`src/rtl/fp_stream_pkg.sv`:
```
// ---------------------------------------------------------------------------
// fp_stream_pkg
// Shared constants and helpers for the floating-point stream adapter:
//   DEFAULT_WIDTH / DEFAULT_DEPTH / DEFAULT_LATENCY : parameter defaults
//   MAX_LATENCY                                     : deepest supported core
//   ptr_width(depth)                                : FIFO pointer width,
//                                                     address bits + wrap bit
// ---------------------------------------------------------------------------
package fp_stream_pkg;

  localparam int DEFAULT_WIDTH   = 32;
  localparam int DEFAULT_DEPTH   = 8;
  localparam int DEFAULT_LATENCY = 5;
  localparam int MAX_LATENCY     = 16;

  // One extra bit above the address so that full and empty differ only in
  // the wrap bit.
  function automatic int ptr_width(input int depth);
    return $clog2(depth) + 1;
  endfunction

endpackage

```
`src/rtl/fp_stream_fifo.sv`:
```
// ---------------------------------------------------------------------------
// fp_stream_fifo
// Synchronous FIFO with a registered head entry, so the consumer side sees
// only flops.
// Ports:
//   clk, reset            clock, asynchronous active-low reset
//   push_i, push_data_i   write one entry
//   pop_i                 remove the head entry (ignored when empty)
//   head_valid_o          head entry present
//   head_data_o           head entry (registered)
//   count_o               number of stored entries, 0..DEPTH
// Parameters: WIDTH (entry width), DEPTH (entries, power of two, >= 2).
// ---------------------------------------------------------------------------
module fp_stream_fifo
  import fp_stream_pkg::*;
#(
  parameter int WIDTH = DEFAULT_WIDTH,
  parameter int DEPTH = DEFAULT_DEPTH
) (
  input  logic                     clk,
  input  logic                     reset,
  input  logic                     push_i,
  input  logic [WIDTH-1:0]         push_data_i,
  input  logic                     pop_i,
  output logic                     head_valid_o,
  output logic [WIDTH-1:0]         head_data_o,
  output logic [$clog2(DEPTH):0]   count_o
);

  localparam int PW = ptr_width(DEPTH);
  localparam int AW = PW - 1;

  logic [WIDTH-1:0] mem [DEPTH];
  logic [PW-1:0]    wr_ptr_q, wr_ptr_d;
  logic [PW-1:0]    rd_ptr_q, rd_ptr_d;
  logic [PW-1:0]    count_d;
  logic             head_valid_q;
  logic [WIDTH-1:0] head_data_q, head_data_d;
  logic             full, empty, push_ok, pop_ok;

  assign empty   = (wr_ptr_q == rd_ptr_q);
  assign full    = (wr_ptr_q[AW] != rd_ptr_q[AW]) &&
                   (wr_ptr_q[AW-1:0] == rd_ptr_q[AW-1:0]);
  assign pop_ok  = pop_i && !empty;
  assign push_ok = push_i && (!full || pop_ok);
  assign count_o = wr_ptr_q - rd_ptr_q;

  always_comb begin
    // NOTE: every variable gets a default first so no path leaves it
    // unassigned; otherwise synthesis infers a latch.
    wr_ptr_d    = wr_ptr_q + PW'(push_ok);
    rd_ptr_d    = rd_ptr_q + PW'(pop_ok);
    count_d     = wr_ptr_d - rd_ptr_d;
    head_data_d = head_data_q;
    if (count_d != '0) begin
      // If no previously stored entry survives this edge, the new head is
      // the word being written right now (storage is not yet updated).
      if (wr_ptr_q == rd_ptr_d) head_data_d = push_data_i;
      else                      head_data_d = mem[rd_ptr_d[AW-1:0]];
    end
  end

  // NOTE: sequential state uses non-blocking assignments so every flop
  // samples pre-edge values regardless of process ordering.
  always_ff @(posedge clk or negedge reset) begin
    if (!reset) begin
      wr_ptr_q     <= '0;
      rd_ptr_q     <= '0;
      head_valid_q <= 1'b0;
      head_data_q  <= '0;
    end else begin
      wr_ptr_q     <= wr_ptr_d;
      rd_ptr_q     <= rd_ptr_d;
      head_valid_q <= (count_d != '0);
      head_data_q  <= head_data_d;
    end
  end

  // NOTE: storage has no reset; the pointers alone define which words are
  // meaningful, and leaving the array unreset keeps it a plain RAM.
  always_ff @(posedge clk) begin
    if (push_ok) mem[wr_ptr_q[AW-1:0]] <= push_data_i;
  end

  assign head_valid_o = head_valid_q;
  assign head_data_o  = head_data_q;

endmodule

```
`src/rtl/fp_stream_adapter.sv`:
```
// ---------------------------------------------------------------------------
// fp_stream_adapter
// Valid/ready front-end for a fixed-latency, clock-enable-gated FP operator
// core that sits beside this block. Operands pass straight through to the
// core; a tag shift register marks which core output cycles carry real
// results, and those results are captured into an output FIFO. New operands
// are accepted only while FIFO entries plus in-flight ops stay below DEPTH,
// so every result already has a slot and the core never has to stall.
// Ports:
//   clk, reset                    clock, asynchronous active-low reset
//   in_valid/in_ready/in_a/in_b   operand handshake
//   out_valid/out_ready/out_data  result handshake (registered)
//   core_ce                       core clock enable (1 once out of reset)
//   core_din0/core_din1           operands to the core
//   core_dout                     result from the core
//   out_count                     pop counter, only with FP_STREAM_STATS_EN
// Parameters: WIDTH, LATENCY (1..MAX_LATENCY), DEPTH (power of two, >= 2).
// Build option: define FP_STREAM_STATS_EN to add the 16-bit out_count port.
// ---------------------------------------------------------------------------
module fp_stream_adapter
  import fp_stream_pkg::*;
#(
  parameter int WIDTH   = DEFAULT_WIDTH,
  parameter int LATENCY = DEFAULT_LATENCY,
  parameter int DEPTH   = DEFAULT_DEPTH
) (
  input  logic             clk,
  input  logic             reset,
  input  logic             in_valid,
  output logic             in_ready,
  input  logic [WIDTH-1:0] in_a,
  input  logic [WIDTH-1:0] in_b,
  output logic             out_valid,
  input  logic             out_ready,
  output logic [WIDTH-1:0] out_data,
  output logic             core_ce,
  output logic [WIDTH-1:0] core_din0,
  output logic [WIDTH-1:0] core_din1,
  input  logic [WIDTH-1:0] core_dout
`ifdef FP_STREAM_STATS_EN
  ,
  output logic [15:0]      out_count
`endif
);

  localparam int PW  = ptr_width(DEPTH);
  localparam int IFW = $clog2(MAX_LATENCY + 1);
  localparam int OW  = PW + IFW;

  logic [LATENCY:1] tag_q, tag_d;
  logic             core_ce_q;
  logic             issue, pop;
  logic [PW-1:0]    fifo_count;
  logic [IFW-1:0]   inflight;
  logic [OW-1:0]    occupancy;

  assign core_din0 = in_a;
  assign core_din1 = in_b;
  assign core_ce   = core_ce_q;

  assign issue = in_valid && in_ready;
  assign pop   = out_valid && out_ready;

  // tag[i] set: the op issued i edges ago is still inside the core;
  // tag[LATENCY] set means core_dout holds its result this cycle.
  always_comb begin
    tag_d    = '0;
    tag_d[1] = issue;
    for (int i = 2; i <= LATENCY; i++) tag_d[i] = tag_q[i-1];
  end

  always_comb begin
    inflight = '0;
    for (int i = 1; i <= LATENCY; i++) inflight = inflight + IFW'(tag_q[i]);
  end

  // Counting in-flight ops as occupied reserves a FIFO slot for each one at
  // issue time. Only registered state feeds this, so in_ready is free of
  // any combinational path from out_ready.
  assign occupancy = OW'(fifo_count) + OW'(inflight);
  assign in_ready  = core_ce_q && (occupancy < OW'(DEPTH));

  always_ff @(posedge clk or negedge reset) begin
    if (!reset) begin
      tag_q     <= '0;
      core_ce_q <= 1'b0;
    end else begin
      tag_q     <= tag_d;
      core_ce_q <= 1'b1;
    end
  end

  fp_stream_fifo #(
    .WIDTH (WIDTH),
    .DEPTH (DEPTH)
  ) u_fifo (
    .clk          (clk),
    .reset        (reset),
    .push_i       (tag_q[LATENCY]),
    .push_data_i  (core_dout),
    .pop_i        (pop),
    .head_valid_o (out_valid),
    .head_data_o  (out_data),
    .count_o      (fifo_count)
  );

`ifdef FP_STREAM_STATS_EN
  logic [15:0] out_count_q;

  always_ff @(posedge clk or negedge reset) begin
    if (!reset)   out_count_q <= '0;
    else if (pop) out_count_q <= out_count_q + 16'd1;
  end

  assign out_count = out_count_q;
`endif

endmodule

```
`config.mk`:
```
export PLATFORM = sky130hd
export DESIGN_NAME = fp_stream_adapter
export DESIGN_NICKNAME = d
export VERILOG_FILES = /design/src/rtl/fp_stream_pkg.sv /design/src/rtl/fp_stream_fifo.sv /design/src/rtl/fp_stream_adapter.sv
export SDC_FILE = /design/constraint.sdc
export NUM_CORES = 1
export LEC_CHECK = 0
export CAP_MARGIN = 20
export CORE_MARGIN = 5
export CORE_UTILIZATION = 58
export CTS_CLUSTER_DIAMETER = 80
export DETAILED_ROUTE_END_ITERATION = 7
export PLACE_DENSITY_LB_ADDON = 0.2
export SLEW_MARGIN = 20
export SYNTH_ARGS = -nofsm -noshare
export SYNTH_HDL_FRONTEND = slang
export SYNTH_HIERARCHICAL = 1
export SYNTH_SLANG_ARGS = --single-unit
```
`constraint.sdc`:
```
create_clock -name clk -period 12.1 [get_ports clk]
set_clock_uncertainty 0.1 [all_clocks]
set_input_delay 2.42 -clock clk [delete_from_list [all_inputs] [get_ports clk]]
set_output_delay 2.42 -clock clk [all_outputs]
set_load 0.01 [all_outputs]
```
# Yosys cells after proc, flatten, opt, wreduce, memory -nomap -nowiden
# Memories as Yosys holds them, arrays and structs flattened.
# Cells that the tools add are included.
[totals]
reg_bits = 47
mem_bits_rw = 256
inputBits = 100
mem_count = 1
[op_classes]
addsub = 9
n_lt_le_gt_ge = 1
eq_ne = 4
muxes = 3
n_reduce_logical = 10
[memory_table]
columns = ["memory", "words", "width", "read_ports", "rd_clocked_by_memory_dff", "write_ports", "line", "source"]
rows = [
  ["u_fifo.mem", 8, 32, 1, 0, 1, "fp_stream_fifo.sv:33", "logic [WIDTH-1:0] mem [DEPTH];"],
]
[op_table]
columns = ["operator", "n"]
rows = [
  ["32-bit two-way mux", 1],
  ["4-bit by 1-bit adder with 4-bit output", 2],
  ["4-bit == test", 2],
  ["4-bit subtractor", 2],
  ["4-bit by 5-bit adder with 6-bit output", 1],
  ["1-bit logical AND", 6],
  ["6-bit by 4-bit less-than comparator with 1-bit output (second input constant)", 1],
  ["4-bit by 1-bit adder with 5-bit output", 1],
  ["3-bit by 1-bit adder with 4-bit output", 1],
  ["4-bit nonzero test", 1],
  ["2-bit by 1-bit adder with 3-bit output", 1],
  ["3-bit == test", 1],
  ["1-bit by 1-bit adder with 2-bit output", 1],
  ["1-bit logical NOT", 2],
  ["1-bit two-way mux", 2],
  ["1-bit logical OR", 1],
  ["1-bit inequality test", 1],
]

# Longest topological paths before layout
# Gate-level depths: netlist (run 1).
[logic_depth]
word_depth = 8
mapped_depth = 16
depth_no_buf = 14

# Hierarchy
# The synthesis (run 1) kept the hierarchy.
[modules_own_cells]
columns = ["module", "instances", "cells_per_inst", "area_each_um2", "seq_area_each_um2"]
rows = [
  ["fp_stream_fifo", 1, 580, 11837.6, 8713.4],
  ["fp_stream_adapter", 1, 86, 783.3, 150.1],
]

# Worst setup path before layout (run 1)
# OpenSTA, ideal clock, no wires.
[synth_timing]
path_kind = "input port to flip-flop"
start = "in out_ready"
end = "mem u_fifo/mem[1][0] in the netlist's numbering, enable pin"
setup_time_ns = 0.461
arrival_time_ns = 5.285
setup_slack_ns = 6.254
path_stages = 5
path_cell_list = "and2_1 -> nor2_1 -> a21boi_0 -> nand2_1 -> nor3_1"
[synth_via]
elab_chain_len = 6
[synth_lines]
columns = ["element", "line", "source"]
rows = [
  ["from (decl)", "fp_stream_adapter.sv:34", "input logic out_ready,"],
  ["1-bit logical AND", "fp_stream_adapter.sv:62", "assign pop = out_valid && out_ready;"],
  ["1-bit logical AND", "fp_stream_fifo.sv:44", "assign pop_ok = pop_i && !empty;"],
  ["1-bit logical OR", "fp_stream_fifo.sv:45", "assign push_ok = push_i && (!full || pop_ok);"],
  ["1-bit logical AND", "fp_stream_fifo.sv:45", ""],
  ["1-bit two-way mux", "fp_stream_fifo.sv:82", "if (push_ok) mem[wr_ptr_q[AW-1:0]] <= push_data_i;"],
  ["1-bit two-way mux (not written as such)", "fp_stream_fifo.sv:82", ""],
  ["to (decl)", "fp_stream_fifo.sv:33", ""],
]
# No other way between the ends.

# Worst setup path in the final report (run 1)
[layout_timing]
start = "in out_ready"
end = "reg u_fifo.head_data_q[16], in the netlist u_fifo/head_data_o[16]"
[layout_via]
elab_chain_len = 7
word_cells_on_any_way = 11
[layout_lines]
columns = ["element", "line", "source"]
rows = [
  ["1-bit logical AND (*)", "fp_stream_adapter.sv:62", ""],
  ["via pop", "fp_stream_adapter.sv:52", "logic issue, pop;"],
  ["1-bit logical AND (*)", "fp_stream_fifo.sv:44", ""],
  ["1-bit logical OR", "fp_stream_fifo.sv:45", ""],
  ["1-bit logical AND", "fp_stream_fifo.sv:45", ""],
  ["4-bit by 1-bit adder with 4-bit output", "fp_stream_fifo.sv:51", "wr_ptr_d = wr_ptr_q + PW'(push_ok);"],
  ["4-bit subtractor", "fp_stream_fifo.sv:53", "count_d = wr_ptr_d - rd_ptr_d;"],
  ["4-bit nonzero test", "fp_stream_fifo.sv:55", "if (count_d != '0) begin"],
  ["to (signal assigned)", "fp_stream_fifo.sv:75", "head_data_q <= head_data_d;"],
  ["to (decl)", "fp_stream_fifo.sv:38", "logic [WIDTH-1:0] head_data_q, head_data_d;"],
]
# Mark *: on every way through the listed nets, which the timed path passes. The rest lies on a longest branch.
# A chain may end at the register's enable or synchronous reset.

==> results of run 1 <==
[registers in the layout, indices dropped and copies added (netlist names)]
name and cells:
u_fifo/head_data_o 32, u_fifo/head_valid_o 1, u_fifo/rd_ptr_q 4, u_fifo/mem 256, u_fifo/wr_ptr_q 4, core_ce 1, tag_q 5
[cells by family after synthesis]
family	count (synthesis)	synth area share [%]
flip-flops	303	70.2
adder cells (fa/ha/maj)	16	1.76
XOR/XNOR	14	1.15
buffers and inverters	107	5.96
other	1	0.0297
multiplexers	128	16.9
AND/OR/NAND/NOR	57	2.25
AO/OA/AOI/OAI	40	1.74
[cells in the mapped netlist]
master / instances
edfxtp_1: 256
buf_4: 66
mux4_2: 64
dfrtp_1: 47
nand2_1: 37
mux2i_1: 32
o21ai_1: 32
mux2_2: 30
inv_1: 14
ha_1: 13
buf_2: 12
buf_6: 9
nor2_1: 7
xnor2_1: 6
xor2_1: 6
fa_1: 3
nand3_1: 3
a21o_1: 2
a21oi_1: 2
clkbuf_1: 2
mux2_4: 2
nand2b_1: 2
nor3_1: 2
a211oi_1: 1
a211oi_2: 1
a21boi_0: 1
and2_1: 1
and4b_1: 1
buf_8: 1
clkbuf_4: 1
conb_1: 1
dlygate4sd1_1: 1
inv_2: 1
nand4b_4: 1
nand4bb_1: 1
nor4_4: 1
o21a_1: 1
or3b_1: 1
xor2_2: 1
xor3_1: 1
[area by class of cell]
| class | count | area (um^2) |
|---|---|---|
| inverter | 15 | 56.3 |
| clock buffer | 42 | 837 |
| sequential | 303 | 8860 |
| multi-input combinational | 256 | 3090 |
| timing repair buffer | 85 | 812 |
| fill | 1466 | 7500 |
| clock inverter | 14 | 114 |
| tap | 280 | 350 |
[stage by stage]
| stage | std cells | setup WS [ps] | total power, W | util [%] |
|---|---|---|---|---|
| after floorplan | 666 | 6250 | 0.00273 | - |
| after global routing | 995 | 5520 | 0.00423 | 65.3 |
| final | 995 | 5760 | 0.00398 | 65.3 |
| after global placement | 939 | 5270 | 0.00308 | 60.9 |
| after detailed placement | 939 | 5160 | 0.00314 | 60.9 |
| after CTS | 995 | 5710 | 0.00403 | 65.3 |
[how the worst min path moves through the flow]
| stage | start | end |
|---|---|---|
| 6_report | tag_q[3] | tag_q[4] |
| 5_1_grt | tag_q[3] | tag_q[4] |
| 4_1_cts | tag_q[3] | tag_q[4] |
| 3_5_place_dp | tag_q[3] | tag_q[4] |
| 3_3_place_gp | tag_q[3] | tag_q[4] |
| 2_1_floorplan | tag_q[3] | tag_q[4] |
[layer usage]
| metal | global-route usage, % | up-vias | wire length, um |
|---|---|---|---|
| met5 | 0 | - | 0 |
| met4 | 6.76 | 0 | 761 |
| met3 | 4.54 | 74 | 1720 |
| met2 | 32.6 | 210 | 12000 |
| met1 | 27.2 | 3073 | 9830 |
| li1 | - | 2574 | - |
[worst max-delay path, cell delays in order]
cell	delay (ps)
clkdlybuf4s50_1	450
and2_1	140
o21a_1	170
ha_4	140
ha_1	230
xor2_4	150
buf_4	730
inv_1	110
ha_1	360
a21oi_1	160
xor3_1	230
nand4b_4	720
mux2_2	540
[power breakdown]
part           leakage, nW  total (W)  internal [W]  switching [W]
logic                 1.52    0.00175      0.000921       0.000831
clock network        0.471   0.000882      0.000522       0.000360
registers             2.87    0.00134       0.00127      0.0000657
==> results.json, run 1 <==
{
  "run_status": "finished, final reports clean",
  "critPathCapture": "u_fifo/head_data_o[16]",
  "tritoncts": "built",
  "clkSlewWorstSetupHoldPaths_ps": 60,
  "cts_resized": 0,
  "grt_max_degree": 68,
  "dpl_cell_area_mm2": 0.0132,
  "maxCapViolCount": 0,
  "syn_area_mm2": 0.0126,
  "start_util_pct": 58.4,
  "cts_buffers": 30,
  "worstPathRequired_ps": 12410,
  "period_share_pct": 52.4,
  "dieArea_mm2": 0.0248,
  "worst-slew-pin-transition_ps": 1010,
  "postSynthCellCount": 666,
  "routed_via_density": 5.96,
  "holdWs_ps": 293,
  "num_rows": 54,
  "p_per_area_mw_per_mm2": 281,
  "num_antenna_cells": 0,
  "gp_congestion": 0.732,
  "stdcell_area_mm2": 0.0141,
  "worst_hold_path.num_cells": 0,
  "hold_buffers": 0,
  "die_h_um": 158,
  "cts.sinks": 303,
  "power.leakage_nw": 4.86,
  "rsz0062_at_grt": "false",
  "ys_seq_area_share_pct": 70.2,
  "yosysTopAreaCell": "edfxtp_1",
  "cp_max_fo": 67,
  "first_iter_violations": 442,
  "finalMaxSlewViolations": 0,
  "post-route-min-period_ps": 6340,
  "clkLatencyLatePin_ps": 540,
  "drive_gt1_share_pct": 23.6,
  "grt_overflow_total": 0,
  "cts_buffer_depth": 3,
  "htreeDepth": 1,
  "cts_setup_buffers": 0,
  "wl_um": 24300,
  "dp_hpwl_um": 13400,
  "fmax_ghz": 0.158,
  "crit_path_end_kind": "register",
  "antenna_found_initial": 0,
  "slew_headroom_pct": 32.9,
  "avgRoutedWirePerCell_um": 24.4,
  "drc": 0,
  "ant_nets": 0,
  "yosysWarnings": 6,
  "vias": 5931,
  "avgSynthCellArea_um2": 19.0,
  "hold_path_class": "register to register",
  "path_class": "primary input to register",
  "synth_top_cell_area_share_pct": 60.9,
  "portBuffers": 70,
  "grt_pass1_wl_um": 37100,
  "final_common_cell": "edfxtp_1",
  "synthDistinctLibCells": 40,
  "critPathLaunchType": "primary input",
  "cp-startpoint": "out_ready",
  "r2r_slack_ps": 7160,
  "root_buffer": "clkbuf_16",
  "hold_violations": 0,
  "ys_ff_latch": 303,
  "dr.pass1.iters": 6,
  "syn_to_final_growth_pct": 11.9,
  "ioPinCount": 199,
  "ir_drop_mv": 0.181,
  "finalSetupViolations": 0,
  "final.setup.tns_ps": 0,
  "grt_pass1_vias": 6346,
  "worstPathArrival_ps": 6660,
  "die_w_um": 158,
  "synth_area_leaders": "edfxtp_1, mux4_2, dfrtp_1",
  "reg2reg_from": "u_fifo/wr_ptr_q[2]",
  "core_mm2": 0.0216,
  "nets": 807,
  "syn_nets": 782,
  "globalRouteTotalUtil_pct": 20.0,
  "r2r_end": "u_fifo/head_data_o[16]",
  "mostFrequentLayoutCells": "edfxtp_1, clkdlybuf4s50_1, mux4_2",
  "reg2regPathDepth": 13
}
(Power assumes the default switching activity.)
==> inputs of run 2 (changes only) <==
- CORE_UTILIZATION: 58 -> 49
- clock period: 12.1 -> 5.28 ns (I/O delays scaled with it)
==> run 2 against run 1 <==
Critical path depth decreased by 5. Global-route usage fell by 2.0 points. Sequential cell count unchanged. First-iteration DRC count is 0.23% lower. Clock power grew to 2.5 times the previous value. Sequential share of layout area fell by 1.0 points. Hold slack improved by 15 ps. Power is 140% higher. Critical path type is now register to primary output. Critical endpoint is now in_ready. Largest cell class unchanged. Largest power group unchanged.
==> results.json, run 2 (synthesized netlist as in run 1, its figures left out) <==
{
  "die_h_um": 170,
  "htreeDepth": 2,
  "final_common_cell": "edfxtp_1",
  "ir_drop_mv": 0.397,
  "num_antenna_cells": 0,
  "hold_path_class": "register to register",
  "grt_pass1_vias": 6565,
  "power.total_w": 0.00939,
  "seq_power_share_pct": 32.9,
  "num_rows": 58,
  "power_frac_clock_pct": 23.6,
  "switching_share_pct": 32.2,
  "grt_pass1_wl_um": 39500,
  "hold_buffers": 0,
  "rsz0062_at_grt": "false",
  "nets": 815,
  "globalRouteTotalUtil_pct": 18.0,
  "drc": 0,
  "avgRoutedWirePerCell_um": 24.4,
  "cts_setup_buffers": 0,
  "run_status": "finished, final reports clean",
  "critPathLaunchType": "register",
  "dieArea_mm2": 0.0291,
  "holdWs_ps": 309,
  "first_iter_violations": 441,
  "tritoncts": "built",
  "maxCapViolCount": 0,
  "final.setup.tns_ps": 0,
  "intPower_w": 0.00637,
  "cts_buffer_depth": 3,
  "cts.sinks": 303,
  "worstPathArrival_ps": 3410,
  "crit_path_end_kind": "primary output",
  "gp_congestion": 0.759,
  "finalMaxSlewViolations": 0,
  "path_class": "register to primary output",
  "clkSlewWorstSetupHoldPaths_ps": 50,
  "cts_resized": 0,
  "drive_gt1_share_pct": 24.8,
  "clkLatencyLatePin_ps": 510,
  "stdcell_area_mm2": 0.0144,
  "fmax_ghz": 0.219,
  "grt_overflow_total": 0,
  "placed_cells": 993,
  "dp_hpwl_um": 14800,
  "antenna_found_initial": 0,
  "syn_to_final_growth_pct": 13.8,
  "max_stage_delay_ps": 600,
  "worstPathRequired_ps": 4120,
  "crit_family": "adder cells",
  "slowest_stage": "dfrtp_1",
  "grt_max_degree": 55,
  "finalSetupViolations": 0,
  "slew_headroom_pct": 50.1,
  "worst-slew-pin-transition_ps": 748,
  "start_util_pct": 50.0,
  "ioPinCount": 199,
  "ant_nets": 0,
  "root_buffer": "clkbuf_16",
  "cts_buffers": 34,
  "switchingPower_w": 0.00302,
  "dpl_cell_area_mm2": 0.0133,
  "crit_buf_inv": 3,
  "p_per_area_mw_per_mm2": 654,
  "die_w_um": 170,
  "dr.pass1.iters": 4,
  "final_cells": 1055,
  "portBuffers": 70,
  "largest_reg_flops": 256,
  "hold_violations": 0,
  "routed_via_density": 5.54,
  "mostFrequentLayoutCells": "edfxtp_1, clkdlybuf4s50_1, mux4_2",
  "cp_max_fo": 10,
  "wl_um": 25700,
  "vias": 5849,
  "path_cells": "inv_1 -> fa_1 -> inv_1 -> ha_1 -> ha_1 -> and4b_1 -> a211oi_2 -> clkdlybuf4s50_1",
  "combPwrFrac_pct": 43.5,
  "period_share_pct": 86.4,
  "power.leakage_nw": 4.92,
  "core_mm2": 0.0253,
  "post-route-min-period_ps": 4560
}
[run 2: cell type report]
class	count	area, um^2
Multi-Input combinational cell	256	3090
Clock inverter	10	82.6
Clock buffer	52	990
Fill cell	1939	10900
Inverter	15	56.3
Timing Repair Buffer	89	863
Sequential cell	303	8860
Tap cell	330	413
[run 2: final timing paths]
check / startpoint / end / slack, ps / depth (start not counted)
max in group asynchronous: reset / u_fifo/head_data_o[8] / 4020 / 2
worst min-delay path: tag_q[3] / tag_q[4] / 310 / 0
worst min register to register: tag_q[3] / tag_q[4] / 310 / 0
min in group asynchronous: reset / tag_q[2] / 590 / 2
worst max-delay path: u_fifo/wr_ptr_q[1] / in_ready / 720 / 8
worst max register to register: u_fifo/wr_ptr_q[1] / u_fifo/head_data_o[8] / 1170 / 13
[run 2: power by group through the flow]
| stage | clock [W] | sequential [W] | combinational, W |
|---|---|---|---|
| floorplan | 0 | 0.00314 | 0.00312 |
| global placement | 0 | 0.00312 | 0.00405 |
| detailed placement | 0 | 0.00313 | 0.00416 |
| CTS | 0.00227 | 0.00309 | 0.00417 |
| global route | 0.00238 | 0.00312 | 0.00444 |
| finish | 0.00222 | 0.00309 | 0.00408 |
[run 2: worst reg2reg max path: cells and delay by family (launching register included)]
family | cells | cell delay (ps)
mux | 1 | 400
simple gates | 3 | 360
fa+ha+maj | 3 | 900
buf+inv | 1 | 460
compound gates | 3 | 810
xor+xnor | 2 | 380
flops | 1 | 600
[run 2: through the flow]
stage	setup slack [ps]	utilization, %
6_report	717	56.9
5_1_grt	556	56.9
4_1_cts	679	56.9
3_5_place_dp	518	52.6
3_3_place_gp	693	52.6
2_1_floorplan	798	-
[run 2: per-layer routing]
layer | track usage [%] | up-vias | part of all wire, %
met5 | 0 | - | 0
met4 | 5.80 | 0 | 2.7
met3 | 3.88 | 63 | 8.2
met2 | 30.4 | 200 | 50
met1 | 23.5 | 2995 | 39
li1 | - | 2591 | -
==> inputs of run 3 (changes only) <==
- CORE_UTILIZATION: 49 -> 50
- clock period: 5.28 -> 5.64 ns (I/O delays scaled with it)
==> run 3 against run 2 <==
Non-clock buffer count decreased by 2. First-iteration DRC count decreased by 18%. Combinational power decreased by 7.1%. Design area decreased by 0.87%. Wire length decreased by 3.5%. Clock power decreased by 15%. Highest routed layer is now met5.
==> results.json, run 3 (synthesized netlist as in run 1, its figures left out) <==
{
  "tritoncts": "built",
  "worst_hold_path.num_cells": 0,
  "worst_slack_ps": 948,
  "run_status": "finished, final reports clean",
  "first_iter_violations": 361,
  "mostFrequentLayoutCells": "edfxtp_1, clkdlybuf4s50_1, mux4_2",
  "core_mm2": 0.0250,
  "post-route-min-period_ps": 4690,
  "switching_share_pct": 32.1,
  "num_rows": 58,
  "fmax_ghz": 0.213,
  "cts_resized": 0,
  "ir_drop_mv": 0.342,
  "seq_area_mm2": 0.00886,
  "gp_congestion": 0.731,
  "antenna_found_initial": 1,
  "dr.pass1.iters": 4,
  "wl_um": 24800,
  "ioPinCount": 199,
  "critPathLaunchType": "register",
  "dp_hpwl_um": 14000,
  "hold_path_class": "register to register",
  "seq_power_share_pct": 33.7,
  "r2r_slack_ps": 1440,
  "drc": 0,
  "dieArea_mm2": 0.0285,
  "largest_reg_flops": 256,
  "htreeDepth": 1,
  "p_per_area_mw_per_mm2": 601,
  "grt_pass1_wl_um": 38300,
  "cts_buffer_depth": 3,
  "rsz0062_at_grt": "false",
  "num_antenna_cells": 0,
  "final_common_cell": "edfxtp_1",
  "switchingPower_w": 0.00275,
  "crit_path_end_kind": "primary output",
  "cts_buffers": 31,
  "intPower_w": 0.00581,
  "max_stage_delay_ps": 580,
  "root_buffer": "clkbuf_16",
  "clkLatencyLatePin_ps": 560,
  "cts.sinks": 303,
  "num-fill-cells": 1861,
  "slowest_stage": "dfrtp_1",
  "worstPathArrival_ps": 3460,
  "ant_nets": 0,
  "grt_pass1_vias": 6276,
  "worst-slew-pin-transition_ps": 1030,
  "period_share_pct": 83.2,
  "maxCapViolCount": 0,
  "syn_to_final_growth_pct": 12.8,
  "cts_setup_buffers": 0,
  "combPwrFrac_pct": 44.2,
  "slew_headroom_pct": 31.4,
  "worstPathRequired_ps": 4410,
  "portBuffers": 70,
  "power.leakage_nw": 4.86,
  "die_w_um": 169,
  "grt_overflow_total": 0,
  "hold_buffers": 0,
  "reg2regPathDepth": 12,
  "hold_violations": 0,
  "path_cells": "inv_1 -> fa_1 -> inv_1 -> ha_1 -> ha_1 -> and4b_1 -> a211oi_2 -> clkdlybuf4s50_1",
  "cp_max_fo": 10,
  "start_util_pct": 50.4,
  "nets": 810,
  "die_h_um": 169,
  "routed_via_density": 5.61,
  "finalMaxSlewViolations": 0,
  "pre_cts_ws_ps": 698,
  "final.setup.tns_ps": 0,
  "finalSetupViolations": 0,
  "multiInputGateArea_mm2": 0.00309,
  "power_frac_clock_pct": 22.1,
  "clkSlewWorstSetupHoldPaths_ps": 60,
  "path_class": "register to primary output",
  "avgRoutedWirePerCell_um": 23.7,
  "vias": 5879,
  "drive_gt1_share_pct": 24.4,
  "globalRouteTotalUtil_pct": 17.6,
  "grt_max_degree": 67
}
==> run 3: cell types whose count changed in the layout (fill, tap and decap cells not counted), sizes merged <==
cell      previous run  this run
clkinv               5        11
clkbuf              52        38
buf                 20        18
clkinvlp             3         5
bufinv               0         1
==> run 3: critical path: cells and delay by family, from the launching register on <==
family	cells	cell delay, ps
simple gates	1	200
compound gates	1	210
fa+ha+maj	3	1140
flops	1	580
buf+inv	3	780
==> run 3: layout make-up <==
cell class	count	area share [%]
Inverter	15	0.396
Clock inverter	19	0.967
Clock buffer	38	5.70
Sequential cell	303	62.3
Multi-Input combinational cell	256	21.7
Timing Repair Buffer	87	6.05
Tap cell	330	2.90
==> run 3: power groups by stage <==
stage / Combinational, W / Clock, W / Sequential, W
floorplan: 0.00292 / 0 / 0.00294
global placement: 0.00377 / 0 / 0.00292
detailed placement: 0.00385 / 0 / 0.00293
CTS: 0.00387 / 0.00193 / 0.00289
global route: 0.00412 / 0.00203 / 0.00291
finish: 0.00379 / 0.00189 / 0.00288
==> run 3: metal layers <==
metal / wire length (um) / track usage (%) / vias to the layer above
met5: 20 / 0 / -
met4: 581 / 4.30 / 2
met3: 1540 / 3.92 / 46
met2: 12200 / 28.7 / 180
met1: 10400 / 24.4 / 3069
li1: - / - / 2582
==> run 3: final timing paths <==
check,from,to
min,tag_q[3],tag_q[4]
min reg2reg,tag_q[3],tag_q[4]
max reg2reg,u_fifo/wr_ptr_q[2],u_fifo/head_data_o[19]
min in group asynchronous,reset,u_fifo/head_data_o[5]
max,u_fifo/wr_ptr_q[1],in_ready
max in group asynchronous,reset,u_fifo/head_data_o[26]
==> run 3: through the flow <==
step / utilization [%] / cells / cell area (um^2) / power [W] / hold WS [ps]
5_1_grt: 56.9 / 1048 / 14200 / 0.00907 / 306
4_1_cts: 56.9 / 1048 / 14200 / 0.00869 / 281
6_report: 56.9 / 1048 / 14200 / 0.00856 / 280
3_3_place_gp: 53.1 / 991 / 13300 / 0.00669 / 266
2_1_floorplan: - / 666 / 12600 / 0.00585 / 247
3_5_place_dp: 53.1 / 991 / 13300 / 0.00678 / 265
